### src/rtl/pipeline_hazard_controller.sv
// Hazard detection for a 5-stage pipeline with ID-stage branches and a
// multi-cycle multiply/divide unit: stalls, bubbles, flushes and stall count.
module pipeline_hazard_controller #(
    parameter int MD_LATENCY = 4
) (
    input  logic        clk,
    input  logic        rst_n,
    input  logic [4:0]  IF_Id_Rs,
    input  logic [4:0]  IF_Id_Rt,
    input  logic        id_uses_rt,
    input  logic        id_branch,
    input  logic        id_branch_taken,
    input  logic        id_jump,
    input  logic        id_md_start,
    input  logic        id_md_read,
    input  logic        ID_Ex_MemRead,
    input  logic        ID_Ex_Regwrite,
    input  logic [4:0]  ID_Ex_WriteReg,
    input  logic        EX_MemRead,
    input  logic [4:0]  EX_MemWriteReg,
    output logic        pc_write,
    output logic        if_id_write,
    output logic        id_ex_bubble,
    output logic        if_id_flush,
    output logic        md_busy,
    output logic        md_go,
    output logic [15:0] stall_count
);

    localparam logic [1:0] S_IDLE = 2'd0;
    localparam logic [1:0] S_BUSY = 2'd1;
    localparam logic [1:0] S_DONE = 2'd2;
    localparam logic [3:0] LAT_M1 = 4'(MD_LATENCY - 1);

    logic [1:0]  r_state;
    logic [3:0]  r_cnt;
    logic [15:0] r_stall_count;

    logic w_matchEx;
    logic w_matchMem;
    logic w_loadUse;
    logic w_brHaz;
    logic w_mdHaz;
    logic w_stall;
    logic w_mdIssue;

    // Register 0 is hard-wired, so it can never carry a dependency.
    assign w_matchEx  = (ID_Ex_WriteReg != 5'd0) &&
                        ((ID_Ex_WriteReg == IF_Id_Rs) ||
                         (id_uses_rt && (ID_Ex_WriteReg == IF_Id_Rt)));
    assign w_matchMem = (EX_MemWriteReg != 5'd0) &&
                        ((EX_MemWriteReg == IF_Id_Rs) ||
                         (id_uses_rt && (EX_MemWriteReg == IF_Id_Rt)));

    assign w_loadUse = ID_Ex_MemRead && w_matchEx;
    assign w_brHaz   = id_branch && ((ID_Ex_Regwrite && w_matchEx) ||
                                     (EX_MemRead && w_matchMem));
    assign md_busy   = (r_state == S_BUSY);
    assign w_mdHaz   = md_busy && (id_md_start || id_md_read);
    assign w_stall   = w_loadUse || w_brHaz || w_mdHaz;
    assign w_mdIssue = id_md_start && !w_stall && !md_busy;

    assign pc_write     = !rst_n || !w_stall;
    assign if_id_write  = !rst_n || !w_stall;
    assign id_ex_bubble = rst_n && w_stall;
    assign if_id_flush  = rst_n && !w_stall && (id_jump || (id_branch && id_branch_taken));
    assign md_go        = rst_n && w_mdIssue;
    assign stall_count  = r_stall_count;

    always_ff @(posedge clk) begin
        if (!rst_n) begin
            r_state <= S_IDLE;
            r_cnt   <= 4'd0;
        end else begin
            case (r_state)
                S_IDLE, S_DONE: begin
                    if (w_mdIssue) begin
                        r_state <= S_BUSY;
                        r_cnt   <= LAT_M1;
                    end else begin
                        r_state <= S_IDLE;
                    end
                end
                S_BUSY: begin
                    if (r_cnt == 4'd0) begin
                        r_state <= S_DONE;
                    end else begin
                        r_cnt <= r_cnt - 4'd1;
                    end
                end
                default: begin
                    r_state <= S_IDLE;
                    r_cnt   <= 4'd0;
                end
            endcase
        end
    end

    always_ff @(posedge clk) begin
        if (!rst_n) begin
            r_stall_count <= 16'd0;
        end else if (w_stall && (r_stall_count != 16'hFFFF)) begin
            r_stall_count <= r_stall_count + 16'd1;
        end
    end

endmodule

### config.mk
export PLATFORM = sky130hd
export DESIGN_NAME = pipeline_hazard_controller
export DESIGN_NICKNAME = d
export VERILOG_FILES = /design/src/rtl/pipeline_hazard_controller.sv
export SDC_FILE = /design/constraint.sdc
export NUM_CORES = 1
export LEC_CHECK = 0
export ABC_AREA = 1
export BUFFER_PORTS_ARGS = -buffer_cell sky130_fd_sc_hd__buf_4
export CAP_MARGIN = 40
export CORE_MARGIN = 2
export CORE_UTILIZATION = 45
export DETAILED_ROUTE_END_ITERATION = 10
export PLACE_DENSITY_LB_ADDON = 0.08
export SETUP_SLACK_MARGIN = 0.3
export SLEW_MARGIN = 10
export SYNTH_ARGS = -nofsm -noshare
export SYNTH_HDL_FRONTEND = slang
export SYNTH_SLANG_ARGS = --single-unit
### constraint.sdc
create_clock -name clk -period 1.6 [get_ports clk]
set_input_delay 0.32 -clock clk [delete_from_list [all_inputs] [get_ports clk]]
set_output_delay 0.32 -clock clk [all_outputs]
set_load 0.02 [all_outputs]
==> results.md <==
* # nets final at 405
* Met1 Resource Use GR at 33.7%
* Violated checks: setup timing
* H-tree depth at 1
* I/O pin cnt at 53
* GRT Max-Usage Layer: met2
* Initial drt markers at 139
* Worst reg2reg path endpoint: stall_count[2]
* Layout area overhead at 87.8%
* Final Instance Area at approximately 3300 sq um
* R2R depth at 10
* Leakage at 1.64 nW
* CP Launch Type: input pin
* Crit end category: output pin
* Die area at 4390 sq um
* Placed Area at around 2400 sq um
* Clock root buffer: clkbuf_8
* Sequential standard cell area at 488 sq um
* Final Skew at 0.00425 ns
* Yosys reg bits at 22
* Total power at 1.91 mW
* Crit path DAT at 1.40 ns
* Slew @ Worst Pin at 0.310 ns
* Clock Latency Late Sink at ~0.27 ns
* Total track usage at between 20% and 30%
* Highest clock rate at 580 MHz
* First-pass GRT wire length at 9230 um
* Reg2reg start: stall_count[6]
* DRT Wirelength at roughly 6900 um
* Mapped Area at 1740 sq um
* Worst-path maximum fanout at 3
* Post-DRT Antenna Nets at 0
* WP data required at between 1 and 1.5 ns
* Pre-antenna DRT Iters at 4
* Yosys cell types at 31
* Mapped Nets at 318
* Detailed Place HPWL at 3620 um
* Chip height at approximately 66 um
* Power Dens Cells at 584 nW/um^2
* Most common cell after layout, fill and taps aside: buf_4
* Hold path cells at 4
* R2r setup slk at roughly 0.050 ns
* Yosys warnings at 0
* Vias at 2293
* Row cnt at 22
* Synth area leader: dfxtp_1
* GPL Wtd Cong at about 0.85
* RSZ-0062 raised after global routing: yes
* Final hold vios at 0
* Worst-path clk slew at 0.09 ns
* Antenna violations before repair at 0
* Endpoints failing setup at 5
* Outcome: finished with violations
* Final Cycle Share at 108%
* Clock Sink Count at 22
* GR met3 Demand/Resource at 3.58%
* Synth top area cells: dfxtp_1, nand2_1, inv_1, nor2_1, nand3_1
* Setup ws final at -0.124 ns
* Buffers on Ports at between 50 and 60
* Hold_sp: rst_n
* Syn Inst Count at 284
* Met2 Use GR at 47.3%
* Hold Crit Class: input pin to register
* Hold Crit Endpoint: stall_count[0]
* Vias/cell at 5.49
* Die W at 66.3 um
* Total clock buffers created by CTS at 3
* Vias in the first global route at 2074
* Multi-input gate area at 1570 sq um
* Synth top area share at roughly a quarter
* Syn avg cell area at 6.14 sq um
* Initial Util at 47.3%
* Commonest non-fill, non-tap cells in the layout: buf_4, nand2_1, nand2_2
* Max-slew violation count at 0
* ANT cells at 0
* Part of the Yosys area used for sequential elements at 25.3%
* Post-layout min period at around 1.7 ns
* Pin count of the biggest net entering global routing at 13
* Max Root-Sink Buffers at 2
* Core area at roughly 3700 sq um
* Final TNS setup at -0.310 ns
* Layout cells sized above 1 at between 60% and 70%
* Fill cells at roughly 180
* Final Util at 88.8%
* Worst slew margin at 79.3%
* DR WL/cell at 16.6 um
* DRC viols at 0
* Max_cap viols at 0
* Congestion Overflow GR at 0
* TritonCTS clock tree: done
* Critical path origin: IF_Id_Rt[1]
* Maximum vdd ir drop at 0.308 mV
* WS Path Type: input pin to output pin
[kinds of logic after synthesis]
| logic type | Yosys count | synth area share, % |
|---|---|---|
| AOI/OAI and AO/OA | 35 | 12.1 |
| DFF | 22 | 25.3 |
| buffers and inverters | 48 | 12.2 |
| adders and majority gates | 3 | 2.15 |
| and+or+nand+nor | 163 | 41.8 |
| xor gates and xnor gates | 13 | 6.53 |
[metal layers]
layer | vias up | share of wire [%] | wire [um]
met5 | - | 0 | 0
met4 | 0 | 1.4 | 99
met3 | 9 | 5.2 | 360
met2 | 99 | 53 | 3690
met1 | 1120 | 40 | 2780
li1 | 1065 | - | -
[sequential cells by signal, summed over array words and instances, names as in the netlist]
name and count:
r_state 2, stall_count 16, r_cnt 4
[Yosys cell counts, drive strengths merged]
master,number
a21oi,18
buf,3
clkbuf,2
dfxtp,22
ha,3
inv,43
nand2,91
nand3,22
nand4,3
nor2,36
nor3,6
nor3b,1
nor4,3
o21a,1
o21ai,15
o21bai,1
or2,1
xnor2,5
xor2,8
[worst max-delay path: stages]
cell and delay, ns:
buf_12 0.11, inv_12 0.04, nand2_2 0.05, o21ai_1 0.09, nor2_1 0.06, nand3_1 0.07, nand2_1 0.06, nand2_2 0.10
nand4_1 0.20, nor2_4 0.17, buf_6 0.12
[report_power, final]
part / internal [mW] / total [mW] / switching [mW]
logic: 0.431 / 0.926 / 0.496
registers: 0.572 / 0.613 / 0.0413
clock network: 0.172 / 0.372 / 0.200
[metrics by stage]
step / instances / setup slack [ns] / hold slack [ns]
after floorplan: 284 / 0.162 / 0.474
after global placement: 388 / -0.143 / 0.471
after detailed placement: 388 / -0.166 / 0.476
after CTS: 412 / -0.0288 / 0.464
after global routing: 418 / -0.198 / 0.487
final: 418 / -0.124 / 0.475
[worst max-delay path by stage]
stage | slack [ns] | to | cells past startpoint
after floorplan | 0.16 | pc_write | 10
after global placement | -0.14 | md_go | 11
after detailed placement | -0.17 | md_go | 11
after CTS | -0.03 | md_go | 9
after global routing | -0.20 | md_go | 11
final | -0.12 | md_go | 11
[repair_timing]
action | in CTS | in global routing
pin swaps | 48 | 33
buffers inserted | 19 | 6
gates resized for setup | 97 | 61
hold buffers | 0 | 0
endpoints found under the setup margin | 27 | 28
gates cloned | 1 | 0
[cell type report]
type                            instances  area share, %
Multi-Input combinational cell        214           48.1
Timing Repair Buffer                   86           25.3
Sequential cell                        22           14.9
Inverter                               43           7.64
Tap cell                               48           1.83
Clock buffer                            3           1.26
Timing Repair inverter                  1          0.917
Clock inverter                          1          0.115
Power figures use the tool's default switching activity.
